--- src/rtl/rca_pipe_adder_if.sv ---
// Operand/result handshake bundle for rca_pipe_adder; slave side is the adder.
interface rca_pipe_adder_if #(
  parameter int WIDTH = 32
);
  logic             in_valid;
  logic             in_ready;
  logic [WIDTH-1:0] a;
  logic [WIDTH-1:0] b;
  logic             cin;
  logic             sub;
  logic             out_valid;
  logic             out_ready;
  logic [WIDTH-1:0] sum;
  logic             cout;
  logic             ovf;

  modport master (
    output in_valid, a, b, cin, sub, out_ready,
    input  in_ready, out_valid, sum, cout, ovf
  );

  modport slave (
    input  in_valid, a, b, cin, sub, out_ready,
    output in_ready, out_valid, sum, cout, ovf
  );
endinterface

--- src/rtl/rca_pipe_adder.sv ---
// Pipelined ripple-carry add/sub: one CW-bit chunk per stage, STAGES-cycle latency, 1 op/cycle.
// Global stall: every stage holds while out_valid && !out_ready; in_ready mirrors the advance.
module rca_pipe_adder #(
  parameter int WIDTH  = 32,
  parameter int STAGES = 4
) (
  input logic             clk,
  input logic             rst,
  rca_pipe_adder_if.slave io
);
  localparam int CW = WIDTH / STAGES;

  // Stage k register holds the state after chunk k has been added.
  logic             vld_q [STAGES];
  logic [WIDTH-1:0] a_q   [STAGES];
  logic [WIDTH-1:0] b_q   [STAGES];
  logic [WIDTH-1:0] sum_q [STAGES];
  logic             cy_q  [STAGES];
  logic             ovf_q;

  logic             src_vld [STAGES];
  logic [WIDTH-1:0] src_a   [STAGES];
  logic [WIDTH-1:0] src_b   [STAGES];
  logic [WIDTH-1:0] src_sum [STAGES];
  logic             src_cy  [STAGES];

  logic [CW-1:0]    ach     [STAGES];
  logic [CW-1:0]    bch     [STAGES];
  logic [CW:0]      tot     [STAGES];
  logic [WIDTH-1:0] nxt_sum [STAGES];
  logic             nxt_ovf;
  logic             adv;

  assign adv = !vld_q[STAGES-1] || io.out_ready;

  // Stage 0 feeds from the port; subtraction is folded in as A + ~B + 1.
  always_comb begin
    src_vld[0] = io.in_valid;
    src_a[0]   = io.a;
    src_b[0]   = io.sub ? ~io.b : io.b;
    src_sum[0] = '0;
    src_cy[0]  = io.sub ? 1'b1 : io.cin;
    for (int k = 1; k < STAGES; k++) begin
      src_vld[k] = vld_q[k-1];
      src_a[k]   = a_q[k-1];
      src_b[k]   = b_q[k-1];
      src_sum[k] = sum_q[k-1];
      src_cy[k]  = cy_q[k-1];
    end
  end

  always_comb begin
    nxt_ovf = 1'b0;
    for (int k = 0; k < STAGES; k++) begin
      ach[k]     = src_a[k][k*CW +: CW];
      bch[k]     = src_b[k][k*CW +: CW];
      tot[k]     = {1'b0, ach[k]} + {1'b0, bch[k]} + {{CW{1'b0}}, src_cy[k]};
      nxt_sum[k] = src_sum[k];
      nxt_sum[k][k*CW +: CW] = tot[k][CW-1:0];
    end
    // Carry into the MSB is recovered as a ^ b ^ sum at that bit.
    nxt_ovf = ach[STAGES-1][CW-1] ^ bch[STAGES-1][CW-1]
            ^ tot[STAGES-1][CW-1] ^ tot[STAGES-1][CW];
  end

  always_ff @(posedge clk) begin
    if (rst) begin
      for (int k = 0; k < STAGES; k++) begin
        vld_q[k] <= 1'b0;
      end
      sum_q[STAGES-1] <= '0;
      cy_q[STAGES-1]  <= 1'b0;
      ovf_q           <= 1'b0;
    end else if (adv) begin
      for (int k = 0; k < STAGES; k++) begin
        vld_q[k] <= src_vld[k];
        if (src_vld[k]) begin
          a_q[k]   <= src_a[k];
          b_q[k]   <= src_b[k];
          sum_q[k] <= nxt_sum[k];
          cy_q[k]  <= tot[k][CW];
        end
      end
      if (src_vld[STAGES-1]) begin
        ovf_q <= nxt_ovf;
      end
    end
  end

  assign io.in_ready  = adv;
  assign io.out_valid = vld_q[STAGES-1];
  assign io.sum       = sum_q[STAGES-1];
  assign io.cout      = cy_q[STAGES-1];
  assign io.ovf       = ovf_q;
endmodule

--- src/flat_wrapper.sv ---
// flat-port wrapper written by rule: the top's interface ports become plain ports
module rca_pipe_adder_flat 
#(
  parameter int WIDTH  = 32,
  parameter int STAGES = 4
)
  (clk, rst, io_in_valid, io_a, io_b, io_cin, io_sub, io_out_ready, io_in_ready, io_out_valid, io_sum, io_cout, io_ovf);
  rca_pipe_adder_if #(.WIDTH(WIDTH)) io_i ();
  input logic clk;
  input logic rst;
  input wire logic [$bits(io_i.in_valid)-1:0] io_in_valid;
  input wire logic [$bits(io_i.a)-1:0] io_a;
  input wire logic [$bits(io_i.b)-1:0] io_b;
  input wire logic [$bits(io_i.cin)-1:0] io_cin;
  input wire logic [$bits(io_i.sub)-1:0] io_sub;
  input wire logic [$bits(io_i.out_ready)-1:0] io_out_ready;
  output wire logic [$bits(io_i.in_ready)-1:0] io_in_ready;
  output wire logic [$bits(io_i.out_valid)-1:0] io_out_valid;
  output wire logic [$bits(io_i.sum)-1:0] io_sum;
  output wire logic [$bits(io_i.cout)-1:0] io_cout;
  output wire logic [$bits(io_i.ovf)-1:0] io_ovf;
  assign io_i.in_valid = io_in_valid;
  assign io_i.a = io_a;
  assign io_i.b = io_b;
  assign io_i.cin = io_cin;
  assign io_i.sub = io_sub;
  assign io_i.out_ready = io_out_ready;
  assign io_in_ready = io_i.in_ready;
  assign io_out_valid = io_i.out_valid;
  assign io_sum = io_i.sum;
  assign io_cout = io_i.cout;
  assign io_ovf = io_i.ovf;
  rca_pipe_adder #(.WIDTH(WIDTH), .STAGES(STAGES)) u_core (.clk(clk), .rst(rst), .io(io_i));
endmodule
--- config.mk ---
export PLATFORM = sky130hd
export DESIGN_NAME = rca_pipe_adder_flat
export DESIGN_NICKNAME = d
export VERILOG_FILES = /design/src/rtl/rca_pipe_adder_if.sv /design/src/rtl/rca_pipe_adder.sv /design/src/flat_wrapper.sv
export SDC_FILE = /design/constraint.sdc
export NUM_CORES = 1
export LEC_CHECK = 0
export CAP_MARGIN = 20
export CORE_MARGIN = 2
export CORE_UTILIZATION = 30
export DETAILED_ROUTE_END_ITERATION = 6
export HOLD_SLACK_MARGIN = 0.03
export PLACE_DENSITY = 0.52
export SETUP_SLACK_MARGIN = 0.2
export SLEW_MARGIN = 20
export SYNTH_ARGS = -nofsm -noshare
export SYNTH_HDL_FRONTEND = slang
export SYNTH_SLANG_ARGS = --single-unit
--- constraint.sdc ---
create_clock -name clk -period 8.9 [get_ports clk]
set_clock_uncertainty 0.1 [all_clocks]
set_input_delay 0.89 -clock clk [delete_from_list [all_inputs] [get_ports clk]]
set_output_delay 0.89 -clock clk [all_outputs]
set_load 0.05 [all_outputs]
==> results.md <==
* Status: finished clean
* Row cnt at 57
* Starting Density at 30.52%
* Internal at 1.584 mW
* P_leak at 3.458 nW
* Share of layout cells above drive strength 1 at 7.815%
* Vias at 3636
* Crit path kind: in -> reg
* Net Sw Frac at 20.64%
* Final Hold Slack at 0.3178 ns
* Synth area leader: edfxtp_1
* Core outline area at 0.02425 mm2
* Layout Nets at 657
* Fill count at 2257
* Most frequent cells in the layout: edfxtp_1, clkdlybuf4s50_1, xor2_1
* Overall Global Routing Usage at 9.648%
* Mean Syn Cell Area at 17.05 um2
* Final ANT Viol Nets at 0
* Largest net degree at the start of global routing at 50
* TNS Setup at 0 ns
* Worst reg-to-reg setup slack at 5.85 ns
* Clk Latency, worst-skew pair at 0.42 ns
* Yosys cell types at 36
* Final WL at 12130 um
* Gate power share at 9.2%
* Gr ovfl total at 0
* Avg WL per Cell at 13.68 um
* Die Area at 0.02594 mm2
* Sw power at 0.4121 mW
* Die H at 161.1 um
* Pwr per Cell Area at 210.8 mW/mm2
* Critical path endpoint category: flop
* Power share of the clock group at 39.7%
* Vias in the first global route at 3750
* RSZ-0062 raised after global routing: no
* Post-synthesis cell count at 434
* Most common cell after layout, fill and taps aside: edfxtp_1
* Startpoint types: input pin
* Largest fanout on the critical path at 32
* VDD IR max at 95.84 uV
* Syn nets at 540
* Initial antenna violation count at 0
* Post-synthesis sequential area ratio at 74.93%
* Antenna diode count at 0
* DRC errors left at 0
* Hold Buf Count CTS at 0
* Worst slew margin at 31.50%
* Post-synthesis register bit count at 185
* IO Port Bufs at 105
* Number of clock buffers inserted by TritonCTS at 17
* Setup Fix Bufs, Post-CTS at 0
* Setup Viol. Count Final at 0
* Number of DRC markers in iteration 0 at 250
* Post-CTS resize count at 0
* Via density per instance at 4.099
* Deepest clock path buffer count at 2
* Die width at 161.1 um
* Ys Warns at 0
* Crit path DAT at 3.57 ns
* CTS tree: yes
* Clock sink count at 185
* Final min period at 3.596 ns
* Final hold vios at 0
* Max-slew violation count at 0
* Area contributors post-synth: edfxtp_1, ha_1, xor2_1, fa_1, and3_1
* Measured slew at the worst slew-check pin at 1.023 ns
* GPL Wtd Cong at 0.7469
* # H-tree levels at 4
* Wire length of the first global-routing pass at 18850 um
* Flop pwr share at 51.1%
* HP Class: reg -> reg
* Area Growth Syn to Fin at 27.96%
* HPWL Detailed at 8607 um
* Top-level I/O count at 106
* Final critical-path share of the clock period at 40.41%
* Maximum clock rate at 0.2781 GHz
* DRT Pass-1 Iters at 4
* Netlist Area Pre-Place at 0.007401 mm2
* WP data required at 8.88 ns
* Max-Cap Viols at 0
* Clk root buf: clkbuf_16
* Post-synth top area share at 74.66%
* Clock-pin slew on the worst setup and hold paths at 0.06 ns
path summary, 6_finish.rpt:
check,from,to,cells past startpoint
worst max-delay path,io_out_ready,u_core.a_q[0][23],5
worst min-delay path,u_core.sum_q[0][40],u_core.sum_q[0][72],0
worst max register to register,u_core.vld_q[0][3],u_core.a_q[0][23],4
worst min register to register,u_core.sum_q[0][40],u_core.sum_q[0][72],0
power groups by stage:
stage,Sequential [mW],Clock [mW],Combinational [mW]
after global routing,1.02,0.844,0.203
after detailed placement,1.04,0,0.187
after CTS,1.02,0.812,0.188
final,1.02,0.792,0.185
after floorplan,1.07,0,0.0847
after global placement,1.04,0,0.184
area by class of cell:
type                       count  area, um2  share of cell area [%]
sequential                   185       5545                   58.55
multi-input combinational    218       1743                   18.40
timing repair buffer         108       1069                   11.28
clock buffer                  18      429.2                   4.532
tap                          324      405.4                   4.281
clock inverter                13      200.2                   2.114
inverter                      21      78.83                  0.8323
metal layers:
| layer | track usage (%) | share of wire (%) | vias up |
|---|---|---|---|
| met4 | 4.018 | 1.5 | 0 |
| met2 | 16.76 | 51 | 82 |
| met5 | 0 | 0 | - |
| met3 | 2.825 | 4.9 | 12 |
| li1 | - | - | 1843 |
| met1 | 11.17 | 43 | 1699 |
critical path, stage by stage:
cell             delay (ns)
clkdlybuf4s50_1        0.44
nand2b_1               0.15
nor2b_2                0.84
and2_2                 0.74
buf_4                  0.48
cells in the mapped netlist:
cell type	instances
a211oi_1	4
a21boi_0	5
a21o_1	7
a21oi_1	11
a221oi_4	1
a41oi_1	1
and2_1	6
and2_2	1
and3_1	25
and3_2	1
buf_2	3
clkbuf_1	7
dfxtp_1	1
edfxtp_1	184
fa_1	8
ha_1	28
inv_1	21
nand2_1	5
nand2b_1	2
nor2_1	25
nor2b_1	4
nor3_1	1
o21a_1	3
o21ai_0	10
o21ai_1	2
o21ba_2	1
o21bai_1	1
o22a_1	2
o22ai_1	3
o31a_1	2
o31ai_1	1
or2_2	4
or3_1	3
or4_1	1
xnor2_1	13
xor2_1	37
logic make-up after synthesis:
group           after synthesis  share of synthesized area (%)
buf+inv                      31                          1.623
fa+ha+maj                    36                          6.898
simple gates                 78                          5.613
xor+xnor                     50                          5.917
compound gates               54                          5.021
flops                       185                          74.93
stage by stage:
stage	instances	utilization [%]	instance area [um2]	setup WS (ns)	power, mW
5_1_grt	887	39.06	9470	5.054	2.071
3_3_place_gp	856	36.46	8840	4.910	1.223
4_1_cts	887	39.05	9469	5.226	2.021
2_1_floorplan	434	-	7401	5.114	1.150
3_5_place_dp	856	36.46	8840	4.769	1.227
6_report	887	39.06	9470	5.304	1.996
sequential cells by signal, summed over array words and instances (netlist names):
register,flops
u_core.b_q,48
u_core.io.ovf,1
u_core.cy_q,4
u_core.a_q,48
u_core.sum_q,80
u_core.vld_q,4
Power figures use the tool's default switching activity.
